`src/rtl/buffer_out_pkg.sv`:
```
// Shared types and helpers for the buffer_out result-return stream.
// The header-word helper is used when BUFFER_OUT_LEN_HDR_EN is defined.
package buffer_out_pkg;

    localparam int unsigned DATA_WIDTH = 64;

    typedef enum logic [1:0] {
        StIdle = 2'd0,
        StHdr  = 2'd1,
        StSend = 2'd2,
        StDone = 2'd3
    } state_e;

    // Frame-length header: word count zero-extended to the stream width.
    function automatic logic [DATA_WIDTH-1:0] hdr_word(input int unsigned depth);
        return DATA_WIDTH'(depth);
    endfunction

endpackage

```
`src/rtl/buffer_out_ptr.sv`:
```
// Read-pointer counter for buffer_out with last-word compare.
// Saturates at MEM_DEPTH-1; clr has priority over inc.
module buffer_out_ptr
    import buffer_out_pkg::*;
#(
    parameter int unsigned MEM_DEPTH  = 21,
    parameter int unsigned ADDR_WIDTH = 5
) (
    input  logic                  clk,
    input  logic                  rst_n,
    input  logic                  clr,
    input  logic                  inc,
    output logic [ADDR_WIDTH-1:0] ptr,
    output logic                  is_last
);

    localparam logic [ADDR_WIDTH-1:0] LastPtr = ADDR_WIDTH'(MEM_DEPTH - 1);

    logic [ADDR_WIDTH-1:0] ptr_q, ptr_d;

    always_comb begin
        ptr_d = ptr_q;
        if (clr) begin
            ptr_d = '0;
        end else if (inc && (ptr_q != LastPtr)) begin
            ptr_d = ptr_q + ADDR_WIDTH'(1);
        end
    end

    always_ff @(posedge clk or negedge rst_n) begin
        if (!rst_n) begin
            ptr_q <= '0;
        end else begin
            ptr_q <= ptr_d;
        end
    end

    assign ptr     = ptr_q;
    assign is_last = (ptr_q == LastPtr);

endmodule

```
`src/rtl/buffer_out.sv`:
```
// Captures a parallel frame and streams it over AXI4-Stream with tlast on the final word.
// Define BUFFER_OUT_LEN_HDR_EN to prepend a frame-length header word.
module buffer_out
    import buffer_out_pkg::*;
#(
    parameter int unsigned MEM_DEPTH  = 21,
    parameter int unsigned ADDR_WIDTH = 5,
    parameter int unsigned DATA_WIDTH = 64
) (
    input  logic                            clk,
    input  logic                            rst_n,
    input  logic                            load,
    input  logic [MEM_DEPTH*DATA_WIDTH-1:0] din_flat,
    output logic                            busy,
    output logic                            finish,
    output logic [DATA_WIDTH-1:0]           m_axis_tdata,
    output logic                            m_axis_tvalid,
    input  logic                            m_axis_tready,
    output logic                            m_axis_tlast
);

`ifdef BUFFER_OUT_LEN_HDR_EN
    localparam state_e FirstSt = StHdr;
`else
    localparam state_e FirstSt = StSend;
`endif

    state_e state_q, state_d;
    logic   finish_q, finish_d;
    logic   load_accept, last_hs;

    logic [DATA_WIDTH-1:0] mem_array [MEM_DEPTH];
    logic [ADDR_WIDTH-1:0] rd_ptr;
    logic                  is_last;

    assign load_accept = load && ((state_q == StIdle) || (state_q == StDone));
    assign last_hs     = (state_q == StSend) && m_axis_tready && is_last;

    buffer_out_ptr #(
        .MEM_DEPTH  (MEM_DEPTH),
        .ADDR_WIDTH (ADDR_WIDTH)
    ) u_ptr (
        .clk     (clk),
        .rst_n   (rst_n),
        .clr     (load_accept || last_hs),
        .inc     ((state_q == StSend) && m_axis_tready),
        .ptr     (rd_ptr),
        .is_last (is_last)
    );

    // Storage is deliberately not reset; it is only meaningful after a load.
    always_ff @(posedge clk) begin
        if (load_accept) begin
            for (int unsigned i = 0; i < MEM_DEPTH; i++) begin
                mem_array[i] <= din_flat[i*DATA_WIDTH +: DATA_WIDTH];
            end
        end
    end

    always_ff @(posedge clk or negedge rst_n) begin
        if (!rst_n) begin
            state_q  <= StIdle;
            finish_q <= 1'b0;
        end else begin
            state_q  <= state_d;
            finish_q <= finish_d;
        end
    end

    always_comb begin
        state_d  = state_q;
        finish_d = finish_q;
        if (load_accept) begin
            finish_d = 1'b0;
        end else if (last_hs) begin
            finish_d = 1'b1;
        end
        unique case (state_q)
            StIdle, StDone: if (load) state_d = FirstSt;
`ifdef BUFFER_OUT_LEN_HDR_EN
            StHdr:          if (m_axis_tready) state_d = StSend;
`endif
            StSend:         if (m_axis_tready && is_last) state_d = StDone;
            default:        state_d = StIdle;
        endcase
    end

    // Outputs decode from registered state only, so tready never reaches them.
    always_comb begin
        m_axis_tvalid = 1'b0;
        m_axis_tlast  = 1'b0;
        m_axis_tdata  = '0;
        busy          = 1'b0;
        unique case (state_q)
`ifdef BUFFER_OUT_LEN_HDR_EN
            StHdr: begin
                m_axis_tvalid = 1'b1;
                m_axis_tdata  = hdr_word(MEM_DEPTH);
                busy          = 1'b1;
            end
`endif
            StSend: begin
                m_axis_tvalid = 1'b1;
                m_axis_tdata  = mem_array[rd_ptr];
                m_axis_tlast  = is_last;
                busy          = 1'b1;
            end
            default: ;
        endcase
    end

    assign finish = finish_q;

endmodule

```
`config.mk`:
```
export PLATFORM = sky130hd
export DESIGN_NAME = buffer_out
export DESIGN_NICKNAME = d
export VERILOG_FILES = /design/src/rtl/buffer_out_pkg.sv /design/src/rtl/buffer_out_ptr.sv /design/src/rtl/buffer_out.sv
export SDC_FILE = /design/constraint.sdc
export NUM_CORES = 1
export LEC_CHECK = 0
export ABC_AREA = 1
export ABC_CLOCK_PERIOD_IN_PS = 67500
export BUFFER_PORTS_ARGS = -buffer_cell sky130_fd_sc_hd__buf_2
export CAP_MARGIN = 20
export CORE_AREA = 2 2 557 559
export CTS_BUF_LIST = sky130_fd_sc_hd__clkbuf_16
export CTS_CLUSTER_SIZE = 40
export DETAILED_ROUTE_END_ITERATION = 8
export DIE_AREA = 0 0 559 561
export GPL_TIMING_DRIVEN = 0
export PLACE_DENSITY = 0.34
export SETUP_SLACK_MARGIN = 0.3
export SLEW_MARGIN = 30
export SYNTH_ARGS = -nofsm -noshare
export SYNTH_HDL_FRONTEND = slang
export SYNTH_SLANG_ARGS = --single-unit
```
`constraint.sdc`:
```
create_clock -name clk -period 67.5 [get_ports clk]
set_input_delay 20.25 -clock clk [delete_from_list [all_inputs] [get_ports clk]]
set_output_delay 20.25 -clock clk [all_outputs]
set_load 0.01 [all_outputs]
```
== Word-level counts from Yosys, hierarchy flattened ==
Memory sizes are Yosys's and may differ from the RTL's.
Index checks and enable logic that the tools add are counted.

* Flip-flop bits (word level): 8
* Memory bits (writable): 1344
* Input port bits: 1348
* Output and inout port bits: 68
* Logic and storage cells: 35
* Memories kept: 1

* $add $sub $neg: 1
* Equal/unequal tests: 6
* Multiplexer cells: 12
* Reductions and logical operators: 12

{| class="wikitable"
|+ Memories
! memory !! words !! bits a word !! rd ports !! clocked after memory_dff !! write ports !! line !! source
|-
| mem_array || 21 || 64 || 1 || 0 || 21 || buffer_out.sv:32 || <nowiki>logic [DATA_WIDTH-1:0] mem_array [MEM_DEPTH];</nowiki>
|}

{| class="wikitable"
|+ Operators with widths
! operator !! number
|-
| $mux 64 || 1
|-
| $mux 5 || 2
|-
| $mux 1 || 6
|-
| $add 5x1->5 const B || 1
|-
| $eq 5x5->1 const B || 1
|-
| $logic_and 1x1->1 || 5
|-
| $ne 5x5->1 const B || 1
|-
| $eq 2x2->1 const B || 2
|-
| $mux 2 || 2
|-
| $pmux 2 s2 || 1
|-
| $reduce_bool 2->1 || 2
|-
| $logic_not 2->1 || 1
|-
| $logic_or 1x1->1 || 2
|-
| $ne 2x1->1 const B || 1
|-
| $ne 2x2->1 const B || 1
|-
| $reduce_and 2->1 || 1
|-
| $reduce_or 2->1 || 1
|}

== Longest topological paths before layout ==
* Depth after elaboration: 5
* Depth in mapped cells: 12
* Depth with buffers taken out: 10

== By module ==
From an unflattened synthesis, not the netlist that was laid out.

* Cells, all modules: 5224
* Area, all modules: 56923.3 µm²

{| class="wikitable"
|+ By module, submodules not included
! module !! times used !! cells each !! area an instance (µm²) !! sequential area each (µm²)
|-
| buffer_out || 1 || 5184 || 56616.8 || 40433.8
|-
| buffer_out_ptr || 1 || 40 || 306.5 || 125.1
|}

== Least setup slack after synthesis ==
Ideal clock, no wire load.

* Path kind: input to register
* Start: input load
* End: memory mem_array[0][0] (enable)
* Setup time: 1.683 ns
* Arrival time: 46.299 ns
* Required time: 65.817 ns
* Path slack: 19.518 ns
* Stages: 2
* Buffers on the path: 0
* Path through: nand2_1 > inv_1

{| class="wikitable"
|+ RTL lines
! element !! line !! source
|-
| start: declaration || buffer_out.sv:12 || <nowiki>input logic load,</nowiki>
|-
| end: declaration || buffer_out.sv:32 ||
|}

== Worst setup path after layout ==
* Start: register u_ptr.ptr_q[0], in the netlist u_ptr.ptr[0]
* End: output m_axis_tdata[44]

* Word-level cells in the longest chain between the ends: 2

{| class="wikitable"
|+ RTL lines
! element !! line !! source
|-
| start: declaration || buffer_out_ptr.sv:19 || <nowiki>logic [ADDR_WIDTH-1:0] ptr_q, ptr_d;</nowiki>
|-
| start signal: assignment || buffer_out_ptr.sv:34 || <nowiki>ptr_q <= ptr_d;</nowiki>
|-
| $mem_v2 21x64 || - ||
|-
| $mux 64 || buffer_out.sv:94 || <nowiki>unique case (state_q)</nowiki>
|-
| end: declaration || buffer_out.sv:16 || <nowiki>output logic [DATA_WIDTH-1:0] m_axis_tdata,</nowiki>
|}

Every way passes these cells.

==> results.ini <==
[worst_setup_path]
rrSetupSlack_ps = 63820
start_kind = flop
worst_setup_path_end_kind = output port
path_max_fanout = 10
crit_required_ps = 47250
critPathKind = flop to output port
crit_arrival_ps = 4630

[die]
die_y_um = 561
io_pins = 1416
core-area_sq_um = 308000
dieArea_sq_um = 314000
rows = 204
dieWidth_um = 559
start_util = 0.188

[drt]
totalWireLength_um = 328000
num_vias = 46400
first_pass_iters = 6
dr.first_iter.drc_count = 3870
drt-met1-wl_um = 137000
met2_length_um = 155000
ant_nets = 0
wl_met3_um = 26700
route.detailed.wl_per_inst_um = 28.7
topRoutingLayerUsed = met5
drc_errors = 0
vias_per_cell = 4.06

[sta]
min_period_over_period = 0.369
finClkSkew_ps = 46.6
rsz0062_at_grt = false
setup_ws_ps = 42620
finalSetupViolCount = 0
fin_crit_ps = 24880
tightest_slew_ps = 973
slew_violations = 0
slew_headroom = 0.351
tns_ps = 0
hold_violations = 0
max_freq_ghz = 0.0402
whs_ps = 527

[final_layout]
layout_common_cells = nand2_1 (1,641), buf_2 (1,559), edfxtp_1 (1,344)
area_delta_synth_final_pct = 31.9
layout-drive-gt1-share = 0.257
final_common_cell = nand2_1
fin_util = 0.247
fin_nets = 8421

[pwr]
p_leak_nw = 33.7
p_per_area_nw_per_um2 = 47.5
ir_drop_mv = 0.0349
power_mw = 3.61

[global_route]
grt_max_degree = 91
grt_pass1_vias = 46800
grt_util_all_layers = 0.202
grt_pass1_wl_um = 425000
grt_overflow = 0
grt_antenna_before_repair = 336

[clock_network]
path_clk_slew_ps = 60
clk_latency_ps = 820
htreeDepth = 4
root_buffer = clkbuf_16
cts_tree = done
hold_buffers = 0
post-cts-setup-buffers = 0
max-clock-path-buffers = 4
cts_made_buffers = 173
clkSinkCount = 1352
ctsResizeCount = 0

[placed_design]
gp_congestion = 0.851
dpl.hpwl_um = 265000
portBuffers = 1415
pre_cts_ws_ps = 43050

[hold_path]
hold_class = flop to flop

[yosys]
synthesis.area_sq_um = 57700
synth_seq_cells = 1352
syn-instance-count = 5457
synth_largest_area_cell = edfxtp_1
synth_fp_nets = 6810
yosysSeqAreaShare = 0.703
synth_cell_types = 25
synthTopCellsByArea = edfxtp_1 (70%), nand2_1 (11%), inv_1 (6.3%), nand3_1 (5.6%), nor2_1 (1.7%)
synth_top_area_frac = 0.700
synth_area_per_cell_sq_um = 10.6
ys_warn_count = 0

[job]
maxCapViolCount = 0

[run_status]
outcome = finished, final reports clean

-- cells by family after synthesis --
logic type	after synthesis	synth area share
adders and majority gates	5	0.00108
buffers and inverters	1256	0.0872
xor gates and xnor gates	1	0.000152
AOI/OAI and AO/OA	296	0.0286
and+or+nand+nor	2547	0.180
DFF	1352	0.703
-- cells in the mapped netlist --
cell      number
a21oi_1       67
buf_1         20
buf_2        143
buf_4         22
buf_6          7
clkbuf_1      89
clkbuf_2       1
clkinv_2       1
dfrtp_1        8
edfxtp_1    1344
ha_1           5
inv_1        970
inv_2          3
nand2_1     1641
nand3_1      642
nand4_1        2
nor2_1       259
nor2_2         1
nor3_1         1
nor3b_1        1
o21ai_0      134
o21ai_1       31
o221ai_1      35
o22ai_1       29
xor2_1         1
-- worst max-delay path: stages, from the launching register on --
cell and delay [ps]:
dfrtp_1 560, inv_2 210, buf_2 500, clkbuf_1 680
nand2_1 390, nand3_1 150, nand2_1 70, nand2_1 50
nand2_1 50, inv_1 360, nand2_1 250, nand2_1 180
a21oi_1 110, buf_2 190
-- final timing paths --
check	startpoint	depth (start not counted)	to
worst min register to register	finish	2	finish
min in group asynchronous	rst_n	1	state_q[0]
max in group asynchronous	rst_n	1	u_ptr.ptr[2]
worst max-delay path	u_ptr.ptr[0]	13	m_axis_tdata[44]
worst min-delay path	finish	2	finish
worst max register to register	state_q[0]	9	mem_array[8][43]
-- layer usage --
layer	global-route usage	vias up
met3	0.0601	733
met2	0.339	2068
met4	0.0485	206
met1	0.253	22300
met5	0	-
li1	-	21100
-- registers in the layout (all words and copies together), names as in the netlist --
register   count
u_ptr.ptr      5
state_q        2
mem_array   1344
finish         1
-- cell type report --
type	instances	area (sq um)
fill	33500	231000
antenna	100	250
buffer	282	1390
clock inverter	134	961
multi-input combinational	2849	12100
clock buffer	174	4350
tap	4120	5150
timing repair buffer	1436	7650
inverter	974	3660
sequential	1352	40600
-- report_power, final --
group          total, mW  internal, mW  switching (mW)
Sequential          1.34          1.27          0.0717
Combinational       1.38         0.322            1.05
Clock              0.896         0.506           0.391
-- metrics by stage --
stage | instance area, sq um | std cells
2_1_floorplan | 57700 | 5457
3_3_place_gp | 69900 | 11000
3_5_place_dp | 70500 | 11000
4_1_cts | 75800 | 11300
5_1_grt | 75900 | 11400
6_report | 76100 | 11400
(Power assumes the default switching activity.)
